File: src/rtl/led_pkg.sv
// Shared mode encoding for the multi-channel LED driver.
// Imported by the channel and top modules.
package led_pkg;

  localparam int LED_MODE_W = 2;

  typedef enum logic [LED_MODE_W-1:0] {
    LED_MODE_OFF     = 2'd0,
    LED_MODE_ON      = 2'd1,
    LED_MODE_BLINK   = 2'd2,
    LED_MODE_ONESHOT = 2'd3
  } led_mode_t;

  // LED level that a freshly loaded mode starts from.
  function automatic logic led_init(input led_mode_t m);
    return (m == LED_MODE_ON) || (m == LED_MODE_ONESHOT);
  endfunction

endpackage

File: src/rtl/led_channel.sv
// One LED channel: mode, half-period, counter and output flops.
// Writes win over sync; reset wins over everything.
module led_channel
  import led_pkg::*;
#(
  parameter int g_CNT_WIDTH      = 24,
  parameter int g_DEFAULT_PERIOD = 12500000,
  parameter int g_RESET_MODE     = 2
) (
  input  logic                   i_Clk,
  input  logic                   i_Rst,
  input  logic                   i_Wr,
  input  led_mode_t              i_Mode,
  input  logic [g_CNT_WIDTH-1:0] i_Period,
  input  logic                   i_Sync,
  output logic                   o_LED,
  output logic                   o_Done
);

  localparam led_mode_t RST_MODE =
    led_mode_t'(g_RESET_MODE[LED_MODE_W-1:0]);
  localparam logic [g_CNT_WIDTH-1:0] RST_PER =
    g_CNT_WIDTH'(g_DEFAULT_PERIOD);
  localparam logic [g_CNT_WIDTH-1:0] ONE = g_CNT_WIDTH'(1);

  led_mode_t              mode_q, mode_d;
  logic [g_CNT_WIDTH-1:0] per_q, per_d;
  logic [g_CNT_WIDTH-1:0] cnt_q, cnt_d;
  logic                   led_q, led_d;
  logic                   done_d;
  logic                   term;

  assign term = (cnt_q == per_q);

  // State register; reset restores the power-on channel config.
  always_ff @(posedge i_Clk) begin
    if (i_Rst) begin
      mode_q <= RST_MODE;
      per_q  <= RST_PER;
      cnt_q  <= '0;
      led_q  <= led_init(RST_MODE);
      o_Done <= 1'b0;
    end else begin
      mode_q <= mode_d;
      per_q  <= per_d;
      cnt_q  <= cnt_d;
      led_q  <= led_d;
      o_Done <= done_d;
    end
  end

  // Next-state: config load, else per-mode counting and toggling.
  always_comb begin
    mode_d = mode_q;
    per_d  = per_q;
    cnt_d  = cnt_q;
    led_d  = led_q;
    done_d = 1'b0;
    if (i_Wr) begin
      mode_d = i_Mode;
      per_d  = i_Period;
      cnt_d  = '0;
      led_d  = led_init(i_Mode);
    end else begin
      unique case (mode_q)
        LED_MODE_OFF: begin
          cnt_d = '0;
          led_d = 1'b0;
        end
        LED_MODE_ON: begin
          cnt_d = '0;
          led_d = 1'b1;
        end
        LED_MODE_BLINK: begin
          if (i_Sync) begin
            cnt_d = '0;
            led_d = 1'b0;
          end else if (term) begin
            cnt_d = '0;
            led_d = ~led_q;
          end else begin
            cnt_d = cnt_q + ONE;
          end
        end
        LED_MODE_ONESHOT: begin
          if (term) begin
            mode_d = LED_MODE_OFF;
            cnt_d  = '0;
            led_d  = 1'b0;
            done_d = 1'b1;
          end else begin
            cnt_d = cnt_q + ONE;
          end
        end
        default: begin
          mode_d = LED_MODE_OFF;
        end
      endcase
    end
  end

  assign o_LED = led_q;

endmodule

File: src/rtl/led_blink_multi.sv
// Multi-channel LED driver with per-channel mode and period.
// Decodes the config port and fans out to g_NUM_CH channels.
module led_blink_multi
  import led_pkg::*;
#(
  parameter int g_NUM_CH         = 4,
  parameter int g_CNT_WIDTH      = 24,
  parameter int g_DEFAULT_PERIOD = 12500000,
  parameter int g_RESET_MODE     = 2
) (
  input  logic                   i_Clk,
  input  logic                   i_Rst,
  input  logic                   i_Cfg_Wr,
  input  logic [3:0]             i_Cfg_Ch,
  input  logic [1:0]             i_Cfg_Mode,
  input  logic [g_CNT_WIDTH-1:0] i_Cfg_Period,
  input  logic                   i_Sync,
  output logic [g_NUM_CH-1:0]    o_LED,
  output logic [g_NUM_CH-1:0]    o_Done
);

  led_mode_t cfg_mode;
  assign cfg_mode = led_mode_t'(i_Cfg_Mode);

  for (genvar g = 0; g < g_NUM_CH; g++) begin : g_ch
    // Out-of-range indices match no channel, so they are dropped.
    logic wr_en;
    assign wr_en = i_Cfg_Wr && (i_Cfg_Ch == 4'(g));

    led_channel #(
      .g_CNT_WIDTH      (g_CNT_WIDTH),
      .g_DEFAULT_PERIOD (g_DEFAULT_PERIOD),
      .g_RESET_MODE     (g_RESET_MODE)
    ) u_ch (
      .i_Clk    (i_Clk),
      .i_Rst    (i_Rst),
      .i_Wr     (wr_en),
      .i_Mode   (cfg_mode),
      .i_Period (i_Cfg_Period),
      .i_Sync   (i_Sync),
      .o_LED    (o_LED[g]),
      .o_Done   (o_Done[g])
    );
  end

endmodule

File: config.mk
export PLATFORM = sky130hd
export DESIGN_NAME = led_blink_multi
export DESIGN_NICKNAME = d
export VERILOG_FILES = /design/src/rtl/led_pkg.sv /design/src/rtl/led_channel.sv /design/src/rtl/led_blink_multi.sv
export SDC_FILE = /design/constraint.sdc
export NUM_CORES = 1
export LEC_CHECK = 0
export CORE_ASPECT_RATIO = 0.5
export CORE_MARGIN = 3
export CORE_UTILIZATION = 35
export CTS_CLUSTER_DIAMETER = 60
export DETAILED_ROUTE_END_ITERATION = 8
export PLACE_DENSITY_LB_ADDON = 0.15
export SYNTH_ARGS = -nofsm -noshare
export SYNTH_HDL_FRONTEND = slang
export SYNTH_SLANG_ARGS = --single-unit
File: constraint.sdc
create_clock -name i_Clk -period 2.38 [get_ports i_Clk]
set_clock_uncertainty 0.2 [all_clocks]
set_input_delay 0.595 -clock i_Clk [delete_from_list [all_inputs] [get_ports i_Clk]]
set_output_delay 0.595 -clock i_Clk [all_outputs]
set_load 0.005 [all_outputs]
* Word level (Yosys, flattened, before mapping) *
Cells that the tools add are included.

storage, ports and cells
  output and inout bits = 8
  bits of input ports = 34
  register bits after elaboration = 208

cells by class
  equality and inequality tests = 29
  multiplexer cells = 48
  bitwise operators = 8
  reductions and logical operators = 38
  $add $sub $neg = 4

operator list
  cell                                            count
  case mux 24 bit (3 select lines)                4
  2-to-1 mux 24 bit                               8
  adder 24 x 1 -> 24 bit (second input constant)  4
  == test 24 bit                                  4
  2-to-1 mux 2 bit                                12
  2-to-1 mux 1 bit                                20
  == test 2 bit (second input constant)           9
  != test 4 x 2 -> 1 bit (second input constant)  4
  case mux 1 bit (4 select lines)                 4
  AND reduction 2 bit                             8
  nonzero test 2 bit                              8
  OR reduction 2 bit                              8
  != test 3 x 1 -> 1 bit (second input constant)  4
  OR reduction 3 bit                              4
  == test 2 x 1 -> 1 bit (second input constant)  5
  == test 4 x 2 -> 1 bit (second input constant)  2
  zero test 2 bit                                 4
  NOT 1 bit                                       8
  == test 4 x 1 -> 1 bit (second input constant)  1
  logical AND 1 bit                               4
  zero test 4 bit                                 1
  logical OR 1 bit                                1

* Depth between registers and ports, before layout *
  depth in word-level cells = 5
  depth in mapped cells = 7

* Cells and area by module *
From an unflattened synthesis, not the netlist that was laid out.

second synthesis, totals
  cells, all modules = 1030
  area, all modules = 9686.8 um^2

by module, submodules not included
  module                           times used  area each (um^2)  cells an instance  sequential area each (um^2)
  led_channel at g_ch[1].u_ch ...  2           2403.6            254                1041.0
  led_channel at g_ch[3].u_ch      1           2423.6            261                1041.0
  led_channel at g_ch[0].u_ch      1           2391.0            256                1041.0
  led_blink_multi                  1           65.1              5                  0.0

* Least setup slack after synthesis *
OpenSTA, ideal clock, no wires.

  path type = input to register
  from = in i_Cfg_Ch[1]
  to = reg g_ch[1].u_ch.cnt_q[18]
  path buffers = 1
  data arrival time = 1.703 ns
  stages on the path = 6
  library setup time = 0.115 ns
  slack = 0.362 ns
  cells stage by stage = nor4b_2 > nand2_1 > o21ai_0 > a211o_1 > buf_4 > nor2_1

between the ends
  word-level cells in the longest chain between the ends = 3

ends and longest elaborated chain
  element                       line                   RTL
  start: declaration            led_blink_multi.sv:14  input logic [3:0] i_Cfg_Ch,
  == test 4 x 1 -> 1 bit        led_blink_multi.sv:28  assign wr_en = i_Cfg_Wr && (i_Cfg_Ch == 4'(g));
  logical AND 1 bit             led_blink_multi.sv:28
  OR reduction 2 bit (no line)  n/a
  end signal: assignment        led_channel.sv:46      cnt_q <= cnt_d;
  end: declaration              led_channel.sv:28      logic [g_CNT_WIDTH-1:0] cnt_q, cnt_d;

No other way between the ends.
A chain may end at the register's enable or synchronous reset.

* Worst setup path in the final report *
  from = reg g_ch[3].u_ch.led_q
  to = out o_LED[3]

RTL lines
  element                   line                   RTL
  start: declaration        led_channel.sv:29      logic led_q, led_d;
  start signal: assignment  led_channel.sv:41      led_q <= led_init(RST_MODE);
  start signal: assignment  led_channel.sv:47      led_q <= led_d;
  end: declaration          led_blink_multi.sv:18  output logic [g_NUM_CH-1:0] o_LED,

No word-level cell between the ends.

==> impl_metrics.yaml <==
cts:
  cts_hold_buf: 0
  clk_pin_slew_worst_paths_ns: 0.06
  cts_resized: 0
  cts.sinks: 208
  cts-htree-levels: 1
  cts_buffer_depth: 3
  cts_tree: "yes"
  cts_setup_buffers: 0
  cts_root_buffer: "clkbuf_16"
  cts_buffers: 21
  clock_latency_ns: 0.51
cells_and_area:
  syn_to_final_growth_pct: 15.5
  nFillCells: 2657
  fin_area_um2: 11100
  diodes: 0
  layout_commonest_cell: "nand2_1"
  final_util_pct: 41.5
  final_cell_mix: "nand2_1, dfxtp_1, xnor2_1, nor2_1, a21oi_1"
  final_cells: 1547
  fin_nets: 1234
  drive_above_1_share_pct: 6.95
critical_path:
  cp_num_buf_inv: 1
  required_ns: 1.58
  cp_max_fo: 3
  crit_type: "reg -> out"
  crit_family: "buffers and inverters"
  cp_slowest_stage_delay_ns: 0.54
  cp_data_arrival_time_ns: 1.45
  cp_slowest_cell: "clkdlybuf4s50_1"
  cp-end-kind: "output pin"
  crit_chain: "clkdlybuf4s50_1"
  critPathLaunchType: "flop"
logic_synthesis:
  yosysTopAreaCell: "dfxtp_1"
  syn_area_um2: 9620
  synth_edf_count: 0
  synth.net_count: 1193
  ys_top_cells_by_area: "dfxtp_1, xnor2_1, nand2_1"
  ys_async_sr_fraction_pct: 0
  synth-warning-count: 0
  ys_types: 44
  ys_seq_area_share_pct: 43.3
  ys_ff_latch: 208
  syn_area_per_cell_um2: 8.42
  synthCells: 1143
  yosysTopAreaCellShare_pct: 43.3
  yosys_most_used_dff: "dfxtp_1"
place:
  hpwlAfterDp_um: 18200
  dpl_worst_slack_ns: -0.0891
  place.gp.congestion: 0.801
  placed_cell_area_um2: 10500
  dp_cells: 1513
  portBuffers: 41
power_and_ir_drop:
  leakagePower_uw: 0.00381
  powerDensity_nw_per_um2: 632
  vdd.ir_drop.worst_v: 0.000446
floorplanning:
  dieArea_um2: 29600
  core_area_um2: 26700
  fp-row-count: 42
  start_util_pct: 36.0
  die_w_um: 240
  io_pins: 42
  die_h_um: 123
sta:
  hold_viol_final: 0
  period_needed_ns: 2.24
  max_freq_ghz: 0.446
  drv_slew: 0
  final-setup-viol-count: 0
  relSlewSlack_pct: 60.8
  period_share_pct: 94.1
  setup_slack_ns: 0.139
  worst_pin_slew_ns: 0.588
  rsz0062_at_grt: "no"
drt:
  drc_errors: 0
  drt-vias-per-instance: 4.93
  wirelength_um: 25700
  vias: 7634
  ant_nets: 0
  post_drt_wl_per_cell_um: 16.6
  first_pass_iters: 4
  drt_iter0_drc: 513
global_route:
  first_global_vias: 7229
  grt_max_degree: 33
  grt_pass1_wl_um: 40600
  grt_usage_pct: 17.7
  grt-ovfl-total: 0
  antenna_found_initial: 0
run_status:
  run_status: "completed"
min_path:
  hp-class: "reg -> reg"
run:
  maxCapViolCount: 0
-- state kept, by name, summed over array words and instances, names as in the netlist --
| register | cells |
|---|---|
| g_ch.u_ch.o_LED | 4 |
| g_ch.u_ch.cnt_q | 96 |
| g_ch.u_ch.per_q | 96 |
| g_ch.u_ch.mode_q | 8 |
| g_ch.u_ch.o_Done | 4 |
-- synth_stat cells, types with 8 or more instances --
cell,number
nor3_1,19
nand3_1,36
and4_1,8
xnor2_1,136
ha_1,16
nand4_1,43
inv_1,32
a21oi_1,58
nor2_1,121
dfxtp_1,208
and3_1,13
nor4_1,8
nand3b_1,48
nand2_1,223
buf_2,17
buf_4,14
nor4_2,8
or3_1,8
clkbuf_1,26
xor2_1,47
-- final cells by class --
class	instances	area, um^2	area share, %
Multi-Input combinational cell	843	5040	45.4
Tap cell	352	440	3.96
Sequential cell	208	4160	37.5
Clock buffer	33	591	5.32
Timing Repair Buffer	78	746	6.71
Clock inverter	1	5.00	0.0450
Inverter	32	120	1.08
-- worst paths after layout --
path / start / to / slack, ns / cells after the start
worst max-delay path: g_ch[3].u_ch.o_LED / o_LED[3] / 0.14 / 1
worst min-delay path: g_ch[1].u_ch.per_q[22] / g_ch[1].u_ch.per_q[22] / 0.27 / 2
worst max register to register: g_ch[1].u_ch.cnt_q[1] / g_ch[1].u_ch.cnt_q[18] / 0.29 / 6
worst min register to register: g_ch[1].u_ch.per_q[22] / g_ch[1].u_ch.per_q[22] / 0.27 / 2
-- kinds of logic after synthesis --
kind of cell,Yosys count,synth area share (%)
simple gates,556,28.4
xor+xnor,183,16.7
flops,208,43.3
buf+inv,92,4.36
fa+ha+maj,16,2.08
compound gates,88,5.28
-- metrics by stage --
stage | hold slack, ns | setup TNS (ns) | power (uW)
6_report | 0.267 | 0 | 7020
2_1_floorplan | 0.245 | 0 | 3840
3_5_place_dp | 0.259 | -8.69 | 4060
5_1_grt | 0.286 | 0 | 7290
3_3_place_gp | 0.255 | -6.02 | 4060
4_1_cts | 0.267 | 0 | 7140
-- power breakdown --
part	internal, uW	switching [uW]	leakage (uW)	total [uW]
clock network	1690	1350	0.000289	3040
logic	183	228	0.00184	412
registers	3530	44.6	0.00168	3570
total	5400	1620	0.00381	7020
-- layer usage --
layer | wire length (um) | track usage [%] | up-vias | part of all wire [%]
met1 | 13300 | 26.0 | 3636 | 52
met5 | 0 | 0 | - | 0
met4 | 557 | 4.20 | 0 | 2.2
li1 | - | - | 3864 | -
met3 | 927 | 2.90 | 37 | 3.6
met2 | 10800 | 27.1 | 97 | 42
No activity file was read; power rests on OpenSTA's default activity.
